**src/rtl/i2c_req_arbiter.sv**
```systemverilog
// i2c_req_arbiter
//   Round-robin arbiter and transaction sequencer that shares one i2c_master
//   between N_REQ requesters. It latches the winner's {addr,rw} byte and byte
//   count, holds the master start request until the master reports completion,
//   enforces a bus-free gap between transactions, and aborts a transaction that
//   stays in BUSY for TIMEOUT cycles. The abort pulses a soft reset to the master.
//
// Ports
//   clk, rst          system clock, asynchronous active-low reset
//   en                enable; when low no new grant is issued
//   req               per-requester request level
//   req_addr_rw       per-requester {addr[6:0], rw}, slice i = [8i+7:8i]
//   req_cnt           per-requester byte count minus 1
//   gnt, gnt_id       one-hot grant and index of the owner
//   done, err         one-cycle completion / timeout pulse to the owner
//   m_ready           master i_ready
//   m_addr_rw         master data_addr_rw
//   m_data_cnt        master data_cnt
//   m_mode            master mode_i2c
//   m_done            master i2c_done pulse
//   m_rst_n           one-cycle soft reset to the master after a timeout
//   busy              high in every state except IDLE
module i2c_req_arbiter #(
  parameter int N_REQ      = 4,
  parameter int TIMEOUT    = 1_000_000,
  parameter int GAP_CYCLES = 16
) (
  input  logic               clk,
  input  logic               rst,
  input  logic               en,
  input  logic [N_REQ-1:0]   req,
  input  logic [8*N_REQ-1:0] req_addr_rw,
  input  logic [8*N_REQ-1:0] req_cnt,
  output logic [N_REQ-1:0]   gnt,
  output logic [2:0]         gnt_id,
  output logic [N_REQ-1:0]   done,
  output logic [N_REQ-1:0]   err,
  output logic               m_ready,
  output logic [7:0]         m_addr_rw,
  output logic [7:0]         m_data_cnt,
  output logic [1:0]         m_mode,
  input  logic               m_done,
  output logic               m_rst_n,
  output logic               busy
);

  typedef enum logic [1:0] {
    ST_IDLE,
    ST_BUSY,
    ST_GAP
  } state_t;

  localparam int unsigned NR        = N_REQ;
  localparam logic [23:0] WD_LAST   = 24'(TIMEOUT - 1);
  localparam logic [7:0]  GAP_LOAD  = 8'(GAP_CYCLES);
  localparam logic [2:0]  LAST_INIT = 3'(N_REQ - 1);

  state_t             state_q, state_d;
  logic [2:0]         last_q, last_d;
  logic [N_REQ-1:0]   gnt_q, gnt_d;
  logic [2:0]         gnt_id_q, gnt_id_d;
  logic [N_REQ-1:0]   done_q, done_d;
  logic [N_REQ-1:0]   err_q, err_d;
  logic               m_ready_q, m_ready_d;
  logic [7:0]         m_addr_rw_q, m_addr_rw_d;
  logic [7:0]         m_data_cnt_q, m_data_cnt_d;
  logic [1:0]         m_mode_q, m_mode_d;
  logic               m_rst_n_q, m_rst_n_d;
  logic [23:0]        wd_q, wd_d;
  logic [7:0]         gap_q, gap_d;

  logic               win_found;
  logic [2:0]         win_id;
  logic [N_REQ-1:0]   win_gnt;
  logic [7:0]         win_addr;
  logic [7:0]         win_cnt;

  // Rotating priority: offset k=1 is the requester after the last winner.
  // The inner loop matches the rotated index against constant positions so
  // every req bit and byte slice is selected with a constant index.
  always_comb begin
    win_found = 1'b0;
    win_id    = '0;
    win_gnt   = '0;
    win_addr  = '0;
    win_cnt   = '0;
    for (int unsigned k = 1; k <= NR; k++) begin
      for (int unsigned i = 0; i < NR; i++) begin
        if (!win_found && req[i] && (i == (32'(last_q) + k) % NR)) begin
          win_found  = 1'b1;
          win_id     = 3'(i);
          win_gnt    = '0;
          win_gnt[i] = 1'b1;
          win_addr   = req_addr_rw[8*i +: 8];
          win_cnt    = req_cnt[8*i +: 8];
        end
      end
    end
  end

  always_comb begin
    state_d      = state_q;
    last_d       = last_q;
    gnt_d        = gnt_q;
    gnt_id_d     = gnt_id_q;
    done_d       = '0;
    err_d        = '0;
    m_ready_d    = m_ready_q;
    m_addr_rw_d  = m_addr_rw_q;
    m_data_cnt_d = m_data_cnt_q;
    m_mode_d     = en ? 2'b10 : 2'b00;
    m_rst_n_d    = 1'b1;
    wd_d         = wd_q;
    gap_d        = gap_q;

    unique case (state_q)
      ST_IDLE: begin
        if (en && win_found) begin
          state_d      = ST_BUSY;
          gnt_d        = win_gnt;
          gnt_id_d     = win_id;
          m_addr_rw_d  = win_addr;
          m_data_cnt_d = win_cnt;
          last_d       = win_id;
          m_ready_d    = 1'b1;
          wd_d         = '0;
        end
      end
      ST_BUSY: begin
        // Completion is checked first so it wins over a same-cycle timeout.
        if (m_done) begin
          done_d    = gnt_q;
          gnt_d     = '0;
          m_ready_d = 1'b0;
          gap_d     = GAP_LOAD;
          state_d   = ST_GAP;
        end else if (wd_q == WD_LAST) begin
          err_d     = gnt_q;
          m_rst_n_d = 1'b0;
          gnt_d     = '0;
          m_ready_d = 1'b0;
          gap_d     = GAP_LOAD;
          state_d   = ST_GAP;
        end else if (wd_q != '1) begin
          wd_d = wd_q + 24'd1;
        end
      end
      ST_GAP: begin
        if (gap_q == '0) begin
          state_d = ST_IDLE;
        end else begin
          gap_d = gap_q - 8'd1;
        end
      end
      default: state_d = ST_IDLE;
    endcase
  end

  always_ff @(posedge clk or negedge rst) begin
    if (!rst) begin
      state_q      <= ST_IDLE;
      last_q       <= LAST_INIT;
      gnt_q        <= '0;
      gnt_id_q     <= '0;
      done_q       <= '0;
      err_q        <= '0;
      m_ready_q    <= 1'b0;
      m_addr_rw_q  <= '0;
      m_data_cnt_q <= '0;
      m_mode_q     <= 2'b00;
      m_rst_n_q    <= 1'b1;
      wd_q         <= '0;
      gap_q        <= '0;
    end else begin
      state_q      <= state_d;
      last_q       <= last_d;
      gnt_q        <= gnt_d;
      gnt_id_q     <= gnt_id_d;
      done_q       <= done_d;
      err_q        <= err_d;
      m_ready_q    <= m_ready_d;
      m_addr_rw_q  <= m_addr_rw_d;
      m_data_cnt_q <= m_data_cnt_d;
      m_mode_q     <= m_mode_d;
      m_rst_n_q    <= m_rst_n_d;
      wd_q         <= wd_d;
      gap_q        <= gap_d;
    end
  end

  assign gnt        = gnt_q;
  assign gnt_id     = gnt_id_q;
  assign done       = done_q;
  assign err        = err_q;
  assign m_ready    = m_ready_q;
  assign m_addr_rw  = m_addr_rw_q;
  assign m_data_cnt = m_data_cnt_q;
  assign m_mode     = m_mode_q;
  assign m_rst_n    = m_rst_n_q;
  assign busy       = (state_q != ST_IDLE);

endmodule

```
**config.mk**
```make
export PLATFORM = sky130hd
export DESIGN_NAME = i2c_req_arbiter
export DESIGN_NICKNAME = d
export VERILOG_FILES = /design/src/rtl/i2c_req_arbiter.sv
export SDC_FILE = /design/constraint.sdc
export NUM_CORES = 1
export LEC_CHECK = 0
export CAP_MARGIN = 25
export CORE_UTILIZATION = 30
export DETAILED_ROUTE_END_ITERATION = 10
export PLACE_DENSITY_LB_ADDON = 0.3
export SLEW_MARGIN = 40
export SYNTH_ARGS = -nofsm -noshare
export SYNTH_HDL_FRONTEND = slang
export SYNTH_SLANG_ARGS = --single-unit
```
**constraint.sdc**
```tcl
create_clock -name clk -period 2.1 [get_ports clk]
set_input_delay 0.525 -clock clk [delete_from_list [all_inputs] [get_ports clk]]
set_output_delay 0.525 -clock clk [all_outputs]
set_load 0.005 [all_outputs]
```
==> results of run 1 <==
## layer usage
metal | vias up | global-route usage [%]
met3 | 48 | 5.48
li1 | 3129 | -
met2 | 355 | 39.9
met1 | 3337 | 36.7
met5 | - | 0
met4 | 0 | 8.30
## synthesized netlist by cell type, types with 6 or more instances
master    instances
a22oi_1          13
a21oi_1          43
dfrtp_1          66
buf_2             8
nor2b_1           8
o211ai_1          7
or4_1             7
inv_1            16
a221o_1           6
nand4_1           8
o21ai_0          42
o221ai_1         10
nor2_1           50
nand2b_1          9
and3_1           21
nor3_1           18
a221oi_1         28
or3_1            12
o311ai_0          6
clkbuf_1         32
o22ai_1          30
a211oi_1          6
nand2_1          52
nand3_1          28
## per-stage QoR
step / area, sq um / setup TNS [ns] / cells
6_report: 8910 / -0.0229 / 1164
5_1_grt: 8910 / -0.838 / 1164
4_1_cts: 8460 / -0.0295 / 1146
3_5_place_dp: 7860 / -24.70 / 1114
3_3_place_gp: 7860 / -23.19 / 1114
2_1_floorplan: 5260 / -2.57 / 647
## power groups by stage
stage          clock (W)  sequential [W]  combinational, W
3_5_place_dp           0         0.00198           0.00438
3_3_place_gp           0         0.00198           0.00435
5_1_grt          0.00155         0.00204           0.00577
6_report         0.00148         0.00199           0.00539
4_1_cts          0.00148         0.00197           0.00473
2_1_floorplan          0         0.00194           0.00219
## path summary, 6_finish.rpt
check / slack (ns) / cells past startpoint / startpoint / end
worst max register to register: -0.02 / 6 / wd_q[2] / wd_q[10]
worst min-delay path: 0.11 / 1 / rst / wd_q[15]
worst min register to register: 0.50 / 2 / m_data_cnt[5] / m_data_cnt[5]
min in group clk: 0.50 / 2 / m_data_cnt[5] / m_data_cnt[5]
max in group asynchronous: 1.41 / 2 / rst / last_q[1]
worst max-delay path: -0.02 / 6 / wd_q[2] / wd_q[10]
## state kept, by name, indices dropped and copies added (netlist names), 2 cells and up
name,flops
m_data_cnt,8
m_addr_rw,8
done,4
last_q,2
wd_q,24
err,4
gnt_id,2
state_q,2
gap_q,8
gnt,4
## worst max-delay path, delay by kind of cell (launching register included)
family	cells	cell delay, ns
and+or+nand+nor	5	1.55
DFF	1	0.38
AOI/OAI and AO/OA	1	0.14
## what timing repair did
item | 4_1_cts | 5_1_grt
endpoints found under the hold margin | 0 | 0
pin swaps | 22 | 42
endpoints found under the setup margin | 46 | 45
gates cloned | 4 | 0
gates resized for setup | 53 | 95
buffers inserted | 13 | 18
## area by class of cell
class                   count  area, sq um  area share (%)
inverters                  16         60.1           0.674
multi-input cells         515         3640            40.9
repair buffers            328         2940            32.9
flip-flops and latches     69         1730            19.4
well taps                 220          275            3.09
clock inverters             6         40.0           0.449
clock buffers              10          229            2.57
## cells by family (layout without fill, tap and decap cells)
family,after synthesis,count (layout)
and+or+nand+nor,256,259
muxes,2,2
adders and majority gates,3,3
xor gates and xnor gates,9,9
DFF,69,69
other,1,2
AOI/OAI and AO/OA,240,240
buffers and inverters,66,360
==> impl_metrics.csv, run 1 <==
group,metric,value,unit
power_and_ir_drop,peakVddDrop,0.581,mV
drt,vias,6869,
drt,wl,23900,um
critical_path,arrival,2.40,ns
yosys,yosysTopAreaCell,"dfrtp_1",
yosys,ys_warn_count,0,
cells_and_area,nFillCells,1584,
drt,avgRoutedWirePerCell,20.6,um
sta,period_needed,2.12,ns
drt,top_layer,"met4",
cells_and_area,drive_above_1_share,34.6,%
yosys,seq_area_frac_synth,33.0,%
floorplanning,dieWidth,134,um
global_routing,grt_max_degree,32,
yosys,synth_xor_area_share,1.50,%
placement,dp_slack,-0.618,ns
drt,drt-met1-wl,10500,um
drt,antenna_left,0,
placement,port-buffer-count,105,
global_routing,grt_usage,26.2,%
yosys,ys.flop_type,"dfrtp_1",
cells_and_area,final_common_cell,"buf_4",
floorplanning,initial_core_util,31.2,%
cells_and_area,syn_to_final_growth,69.9,%
yosys,synth_top_family_by_area,"compound AO/OA/AOI/OAI gates",
critical_path,cp_max_fo,5,
critical_path,critical_path.max_stage_delay,0.50,ns
sta,relSlewSlack,65.7,%
drt,first_pass_iters,5,
drt,met3WireLength,2070,um
floorplanning,ioPinCount,108,
clock_network,numCtsBuffers,9,
global_routing,antenna_found_initial,0,
yosys,synth_area_leaders,"dfrtp_1, a221oi_1, a21oi_1",
clock_network,clock-root-buffer,"clkbuf_16",
clock_network,htreeDepth,3,
floorplanning,fp.coreArea,16800,sq um
power_and_ir_drop,power_density,993,nW/um^2
critical_path,required,2.38,ns
yosys,synth_area,5250,sq um
hold_path,min_path_type,"in2async",
sta,skew,0.0118,ns
power_and_ir_drop,power,0.00885,W
global_routing,grt_pass1_wl,36300,um
cells_and_area,layout.nets,1014,
yosys,synth_compound_area_share,32.2,%
cells_and_area,antenna_cells,0,
cells_and_area,fin_util,53.0,%
status,failed_checks,"negative setup slack",
critical_path,cp_slowest_cell,"or4_4",
yosys,avgSynthCellArea,8.12,sq um
yosys,synth_enable_flop_cells,0,
clock_network,cts_tree,"done",
yosys,synth_mux_area_share,0.382,%
job,maxCapViolations,0,
power_and_ir_drop,switching_share,39.6,%
sta,setup_ws,-0.0229,ns
yosys,synth-async-reset-ratio,100,%
drt,drtIter0Drc,828,
sta,hold_violations,0,
sta,fmax,471,MHz
status,status,"finished, violations left",
critical_path,critPathKind,"reg2reg",
cells_and_area,most-common-layout-cells,"buf_4, clkdlybuf4s50_1, dfrtp_1",
clock_network,clock_latency,0.35,ns
global_routing,grt_overflow,0,
power_and_ir_drop,p_int,0.00535,W
clock_network,cts_hold_buf,0,
critical_path,end_kind,"register",
floorplanning,dieArea,18000,sq um
clock_network,path_clk_slew,0.06,ns
drt,viasPerCell,5.90,
clock_network,clkSinkCount,69,
power_and_ir_drop,power_frac_clock,16.7,%
clock_network,clockBufferDepth,2,
power_and_ir_drop,combPwrFrac,60.8,%
power_and_ir_drop,switchingPower,0.00350,W
yosys,ys_ff_latch,69,
floorplanning,core.rowCount,47,
power_and_ir_drop,p_leak,3.80,nW
sta,setup_viol,1,
drt,drc,0,
yosys,postSynthCellCount,646,
sta,worst_pin_slew,0.513,ns
sta,grt_setup_unrepaired,"true",
yosys,synthSimpleGateAreaFrac,26.3,%
critical_path,cp-start-kind,"register",
yosys,synth.distinct_cells,73,
yosys,synth_top_area_share,31.5,%
placement,dpl.hpwl,16800,um
global_routing,grt_pass1_vias,6523,
sta,slew_viol_final,0,
floorplanning,die_h,134,um
power_and_ir_drop,seqPwrFrac,22.5,%
yosys,synth_fa_ha_area_share,0.716,%
sta,hold_ws,0.113,ns
placement,gp_congestion,0.980,
drt,dr_wl_met2,10900,um
sta,fin_crit_sh,101,%
critical_path,crit_chain,"and4_4 -> and4_1 -> and3b_2 -> or3_4 -> or4_4 -> a21oi_2",
(Power assumes the default switching activity.)
==> run 2: changes to the inputs <==
--- a/config.mk
+++ b/config.mk
@@ -5,7 +5,6 @@
 export SDC_FILE = /design/constraint.sdc
 export NUM_CORES = 1
 export LEC_CHECK = 0
-export CAP_MARGIN = 25
 export CORE_UTILIZATION = 30
 export DETAILED_ROUTE_END_ITERATION = 10
 export PLACE_DENSITY_LB_ADDON = 0.3
==> results of run 2 <==
No change in the layout: final DEF, timing and power equal those of run 1.
